$ cat src/rtl/mem_port_arbiter.sv
// Two-requester arbiter for the single doubleword data-memory port.
// Load/store wins by default; a starvation counter forces fetch through after STARVE_MAX LS wins.
module mem_port_arbiter #(
  parameter int XLEN       = 64,
  parameter int STARVE_MAX = 4
) (
  input  logic            clk,
  input  logic            rst_n,
  input  logic            if_req_valid,
  output logic            if_req_ready,
  input  logic [XLEN-1:0] if_addr,
  output logic            if_rsp_valid,
  output logic [XLEN-1:0] if_rdata,
  input  logic            ls_req_valid,
  output logic            ls_req_ready,
  input  logic [XLEN-1:0] ls_addr,
  input  logic            ls_wen,
  input  logic [XLEN-1:0] ls_wdata,
  input  logic [7:0]      ls_wmask,
  output logic            ls_rsp_valid,
  output logic [XLEN-1:0] ls_rdata,
  output logic            mem_req_valid,
  input  logic            mem_req_ready,
  output logic [XLEN-1:0] mem_addr,
  output logic            mem_wen,
  output logic [XLEN-1:0] mem_wdata,
  output logic [7:0]      mem_wmask,
  input  logic            mem_rsp_valid,
  input  logic [XLEN-1:0] mem_rdata
);

  localparam logic [1:0] S_IDLE = 2'd0;
  localparam logic [1:0] S_REQ  = 2'd1;
  localparam logic [1:0] S_RSP  = 2'd2;

  localparam logic OWN_IF = 1'b0;
  localparam logic OWN_LS = 1'b1;

  localparam logic [XLEN-1:0] ALIGN_MASK = ~XLEN'(7);
  localparam logic [3:0]      STARVE_LIM = 4'(STARVE_MAX);

  logic [1:0]      state;
  logic            owner;
  logic [3:0]      starve_cnt;
  logic [XLEN-1:0] lat_addr;
  logic [XLEN-1:0] lat_wdata;
  logic            lat_wen;
  logic [7:0]      lat_wmask;

  logic idle, starved, grant_if, grant_ls, in_req, rsp_fire;

  assign idle    = (state == S_IDLE);
  assign starved = (starve_cnt == STARVE_LIM);

  // A starved fetch beats a pending load/store; otherwise LS has priority.
  assign grant_if = idle && if_req_valid && (starved || !ls_req_valid);
  assign grant_ls = idle && ls_req_valid && !(starved && if_req_valid);

  assign if_req_ready = grant_if;
  assign ls_req_ready = grant_ls;

  // Memory-side fields are gated so the port reads all-zero outside REQ.
  assign in_req        = (state == S_REQ);
  assign mem_req_valid = in_req;
  assign mem_addr      = in_req ? lat_addr  : '0;
  assign mem_wen       = in_req && lat_wen;
  assign mem_wdata     = in_req ? lat_wdata : '0;
  assign mem_wmask     = in_req ? lat_wmask : '0;

  assign rsp_fire     = (state == S_RSP) && mem_rsp_valid;
  assign if_rsp_valid = rsp_fire && (owner == OWN_IF);
  assign ls_rsp_valid = rsp_fire && (owner == OWN_LS);
  assign if_rdata     = if_rsp_valid ? mem_rdata : '0;
  assign ls_rdata     = (ls_rsp_valid && !lat_wen) ? mem_rdata : '0;

  // NOTE: state registers use non-blocking assignments so every flop samples pre-edge values.
  always_ff @(posedge clk) begin
    if (!rst_n) begin
      state      <= S_IDLE;
      owner      <= OWN_IF;
      starve_cnt <= '0;
      // NOTE: the latched request fields are cleared too, so nothing stale is ever observable.
      lat_addr   <= '0;
      lat_wdata  <= '0;
      lat_wen    <= 1'b0;
      lat_wmask  <= '0;
    end else begin
      case (state)
        S_IDLE: begin
          if (grant_ls) begin
            state     <= S_REQ;
            owner     <= OWN_LS;
            lat_addr  <= ls_addr & ALIGN_MASK;
            lat_wen   <= ls_wen;
            lat_wdata <= ls_wdata;
            lat_wmask <= ls_wen ? ls_wmask : 8'h00;
            if (!if_req_valid)
              starve_cnt <= '0;
            else if (!starved)
              starve_cnt <= starve_cnt + 4'd1;
          end else if (grant_if) begin
            state      <= S_REQ;
            owner      <= OWN_IF;
            lat_addr   <= if_addr & ALIGN_MASK;
            lat_wen    <= 1'b0;
            lat_wdata  <= '0;
            lat_wmask  <= 8'h00;
            starve_cnt <= '0;
          end
        end
        S_REQ: begin
          if (mem_req_ready)
            state <= S_RSP;
        end
        S_RSP: begin
          if (mem_rsp_valid)
            state <= S_IDLE;
        end
        default: state <= S_IDLE;
      endcase
    end
  end

endmodule

$ cat config.mk
export PLATFORM = sky130hd
export DESIGN_NAME = mem_port_arbiter
export DESIGN_NICKNAME = d
export VERILOG_FILES = /design/src/rtl/mem_port_arbiter.sv
export SDC_FILE = /design/constraint.sdc
export NUM_CORES = 1
export LEC_CHECK = 0
export ABC_AREA = 1
export ABC_CLOCK_PERIOD_IN_PS = 1600
export BUFFER_PORTS_ARGS = -buffer_cell sky130_fd_sc_hd__buf_2
export CORE_AREA = 2 2 210 212
export DETAILED_ROUTE_END_ITERATION = 16
export DIE_AREA = 0 0 212 214
export SYNTH_ARGS = -nofsm -noshare
export SYNTH_HDL_FRONTEND = slang
export SYNTH_SLANG_ARGS = --single-unit
$ cat constraint.sdc
create_clock -name clk -period 1.6 [get_ports clk]
set_input_delay 0.08 -clock clk [delete_from_list [all_inputs] [get_ports clk]]
set_output_delay 0.08 -clock clk [all_outputs]
set_load 0.02 [all_outputs]
* After elaboration in Yosys (flattened, before gate mapping)
Index checks and enable logic that the tools add are counted.
** Cells by class
- Multiplexer cells :: 24
- Reduce and logical (&&, ||, !) cells :: 19
- Equal/unequal tests :: 7
- Bitwise operators :: 1
- $add $sub $neg :: 1
** Operator list (number)
- $mux 64 :: 8
- $mux 8 :: 4
- $mux 4 :: 4
- $logic_and 1x1->1 :: 10
- $mux 2 :: 4
- $ne 3x3->1 const B :: 2
- $pmux 2 s3 :: 1
- $reduce_and 3->1 :: 2
- $add 4x1->4 const B :: 1
- $eq 4x3->1 const B :: 1
- $ne 2x2->1 const B :: 2
- $logic_not 1->1 :: 3
- $mux 1 :: 3
- $eq 2x1->1 const B :: 1
- $eq 2x2->1 const B :: 1
- $logic_not 2->1 :: 1
- $reduce_and 2->1 :: 1
- $reduce_bool 2->1 :: 1
- $logic_or 1x1->1 :: 1
- $not 1->1 :: 1
** Word-level totals
- Word-level logic and storage cells :: 59
- Bits in registers :: 144
- Output and inout bits :: 270

* Depth between registers and ports, before layout
- Depth after elaboration :: 6
- Depth in mapped cells :: 9

* Worst setup path before layout
OpenSTA, ideal clock, no wires.
- Path type :: flip-flop to output port
- From :: register state[0]
- To :: output mem_wdata[10]
- Cell stages (with the launch flop) :: 7
- Data arrival time :: 1.541 ns
- Path buffers :: 2
- Path slack :: -0.021 ns
- Cells stage by stage :: dfxtp_1 -> inv_2 -> nor2_1 -> inv_2 -> buf_2 -> buf_1 -> nor2_1
** On the way
- Word-level cells in the longest chain between the ends :: 2
** RTL lines
- start, declared :: line 42 : logic [1:0] state;
- start signal, assigned :: line 79 : state <= S_IDLE;
- start signal, assigned :: line 91 : state <= S_REQ;
- start signal, assigned :: line 102 : state <= S_REQ;
- $eq 2x1->1 :: line 63 : assign in_req = (state == S_REQ);
- net mem_req_valid :: line 22 : output logic mem_req_valid,
- $mux 64 :: line 67 : assign mem_wdata = in_req ? lat_wdata : '0;
- end, declared :: line 26 : output logic [XLEN-1:0] mem_wdata,
The timed path passes the listed nets, and every way through them passes these cells.

* Final worst setup path
- From :: register state[0]
- To :: output ls_rdata[29]
** On the way
- Word-level cells in the longest chain between the ends :: 5
** RTL lines
- $eq 2x2->1 :: line 70 : assign rsp_fire = (state == S_RSP) && mem_rsp_valid;
- $logic_and 1x1->1 :: line 70
- $logic_and 1x1->1 :: line 72 : assign ls_rsp_valid = rsp_fire && (owner == OWN_LS);
- $logic_and 1x1->1 :: line 74 : assign ls_rdata = (ls_rsp_valid && !lat_wen) ? mem_rdata : '0;
- $mux 64 :: line 74
- end, declared :: line 21 : output logic [XLEN-1:0] ls_rdata,
Every way passes these cells.

==> key figures <==
Global routing
  • Initial antenna violation count: 7
  • Vias in the first global route: 10890
  • GRT Overall Usage: 16.77%
  • Largest net degree at the start of global routing: 86
  • Global-route wire length before repair: between 50000 and 60000 µm
  • Global route overflow: 0

Synth
  • Ys Warns: 0
  • Synth Area per Inst: approximately 6 µm²
  • Synth top cells by count: nand2_1 (267), nor2_1 (267), inv_1 (265), dfxtp_1 (141), a21oi_1 (140)
  • Post-synth EDFFs: 0
  • Top_reg_cell synth: dfxtp_1
  • Netlist Area Pre-Place: approximately 7800 µm²
  • Ranking of synthesized cells by area: dfxtp_1 (36%), nand2_1 (13%), nor2_1 (13%), inv_1 (13%), a21oi_1 (8.9%)
  • Synth Register Bits: 141
  • Yosys top cell by area: dfxtp_1
  • Register area share after synthesis: 35.99%
  • Yosys cell types: 27
  • Top-area cell type share of the netlist area: 35.99%
  • Post-synthesis cell count: ~1300
  • Async set-reset flop share out of synthesis: 0%

CTS
  • TritonCTS clock tree: done
  • Register clock-pin slew on the reported worst setup and hold paths: 0.07 ns
  • Worst-Skew Late Latency: 0.43 ns
  • Clock Sinks: between 100 and 150
  • CTS buffer count: 17
  • CTS max path bufs: 2
  • CTS Root Cell: clkbuf_16
  • H-tree depth: 4

STA
  • Setup tns final: -26.28 ns
  • Crit share post-route: 113.2%
  • Max Slew Vio Count: 0
  • Max Freq: 552.0 MHz
  • Clock skew: 0.01027 ns
  • Final Setup Violations: 266
  • RSZ-0062 raised after global routing: true
  • Min Tclk post-route: 1.812 ns
  • PnR worst setup slack: -0.2115 ns
  • Hold Vio Cnt, Final: 0

Power
  • Clock Power Share: 34.9%
  • Switching share of total power: 34.13%
  • Comb power frac: around 33%
  • Leak pwr: 7.965 nW
  • Max VDD drop: 0.6237 mV
  • Pwr Total: around 12 mW
  • Share of power burned in registers: 32.4%
  • Cell Int Power: 8.010 mW
  • P_sw: 4.151 mW
  • P per Cell Area: 754.2 nW/µm²

Final layout
  • Fill cells: 4232
  • Design area: around 16000 µm²
  • Area grow syn2layout: 105.6%
  • Layout cells sized above 1: a little under two fifths
  • Multi-input logic area: 4222 µm²
  • Fin nets: 2327
  • FF+latch area: 2829 µm²

Die
  • DIE WIDTH: 212 µm
  • Die height: 214 µm
  • Die Area: around 45000 µm²
  • Core Box Area: approximately 43000 µm²
  • Row cnt: 76
  • IO Pins: 541
  • Initial Util: a little under a fifth

Critical path
  • CP max FO: 64
  • Startpoint Class: flop
  • Crit Path Category: reg -> out
  • Setup crit end kind: primary output
  • Worst Path Required: 1.52 ns
  • CP arrival: ~1.7 ns

Routing
  • DRC: 0
  • Post-route ant nets: 0
  • DRT Pass-1 Iters: 7
  • DR vias/cell: 4.402
  • Routed wire length: roughly 47000 µm
  • Via Count: 11700
  • First DRT Iteration DRCs: approximately 880
  • DR WL/cell: 17.55 µm

Job
  • Maxcap violations: 0

Worst hold path
  • Worst Hold Class: in -> reg

Placed design
  • Final HPWL DP: 26190 µm
  • Post-DP Area: 11200 µm²
  • Buffers on Ports: 531
  • Placer congestion estimate: 0.8709

Status
  • Status: complete, but fails checks
  • Failing checks: negative setup slack
-- metal layers --
layer  wire, µm  vias to the layer above  track usage (%)
li1           -                     5419                -
met1      16860                     5385            17.92
met2      23310                      738            30.73
met3       3669                      158            3.768
met4       2799                        0            8.239
met5          0                        -                0
-- through the flow --
stage | util [%] | hold WS, ns | setup WS, ns | instances
6_report | 37.60 | 0.05025 | -0.2115 | 2658
2_1_floorplan | - | 0.2184 | 0.03609 | 1337
3_5_place_dp | 26.12 | 0.3376 | 0.04700 | 2389
4_1_cts | 34.52 | 0.007192 | -0.1723 | 2631
5_1_grt | 37.59 | 0.04489 | -0.2786 | 2657
3_3_place_gp | 26.12 | 0.3296 | 0.08019 | 2389
-- cells in the final DEF, fill, tap and decap left out, types with 2 or more instances in the layout --
cell / n
nor2_4: 50
inv_1: 263
buf_16: 8
inv_8: 3
nand4_1: 12
nor2_1: 137
dfxtp_1: 138
inv_6: 6
buf_12: 15
nand3_2: 6
nand2_2: 4
inv_4: 4
clkbuf_16: 28
nand2_1: 261
inv_2: 4
clkbuf_8: 3
dfxtp_2: 2
buf_4: 179
clkinv_4: 2
dlygate4sd3_1: 195
buf_6: 93
bufinv_16: 2
nor2_2: 80
nand2_4: 3
conb_1: 3
diode_2: 6
buf_2: 285
buf_8: 5
nand3_1: 119
a21oi_1: 139
o21ai_0: 2
-- registers in the layout, summed over array words and instances, names as in the netlist --
name / count
lat_wdata: 64
starve_cnt: 4
owner: 1
state: 2
lat_addr: 61
lat_wen: 1
lat_wmask: 8
-- power by group through the flow --
stage                     clock network (mW)  registers [mW]  logic, mW
after floorplan                            0            3.99       1.59
after global placement                     0            4.00       2.55
after detailed placement                   0            4.01       2.58
after CTS                               4.39            3.94       3.36
after global routing                    4.53            3.97       4.26
final                                   4.25            3.94       3.97
-- path summary, 6_finish.rpt --
| kind | start | cells past startpoint | end | slack (ns) |
|---|---|---|---|---|
| setup / recovery | state[0]$_SDFFE_PN0P_ | 7 | ls_rdata[29] | -0.21 |
| hold / removal | ls_addr[36] | 5 | lat_addr[36]$_SDFFE_PN0P_ | 0.05 |
| setup reg to reg | state[0]$_SDFFE_PN0P_ | 10 | lat_addr[26]$_SDFFE_PN0P_ | -0.03 |
| hold reg to reg | lat_wdata[2]$_SDFFE_PN0P_ | 2 | lat_wdata[2]$_SDFFE_PN0P_ | 0.47 |
-- logic make-up (layout without fill, tap and decap cells) --
logic type / after synthesis / after routing / synth area share [%]
and+or+nand+nor: 678 / 678 / 35.48
adders and majority gates: 2 / 2 / 0.3190
other: 1 / 9 / 0.04782
buffers and inverters: 368 / 1098 / 18.79
xor gates and xnor gates: 1 / 1 / 0.1117
AOI/OAI and AO/OA: 144 / 144 / 9.253
DFF: 141 / 141 / 35.99
-- worst max-delay path, stage by stage (launching register included) --
cell and delay [ns]:
dfxtp_2 0.33, inv_4 0.08, nand4_1 0.09, inv_1 0.09, nand2_2 0.06, buf_12 0.18, nor2_1 0.20, buf_4 0.17
-- final cells by class --
type                            count  share of cell area [%]
Timing Repair inverter              2                  0.1242
Antenna cell                        6                 0.09312
Tap cell                          585                   4.539
Timing Repair Buffer              791                   41.18
Clock buffer                       20                   2.894
Multi-Input combinational cell    828                   26.18
Clock inverter                     12                  0.9001
Inverter                          273                   6.541
Sequential cell                   141                   17.54
-- repair_timing --
action / 4_1_cts / 5_1_grt
hold buffers: 195 / 0
cloned: 6 / 18
pin swaps: 5 / 7
endpoints found under the setup margin: 264 / 404
buffers inserted: 9 / 4
resized for setup: 280 / 301
endpoints found under the hold margin: 138 / 0
Note: power is estimated with default switching activity, not from simulation.
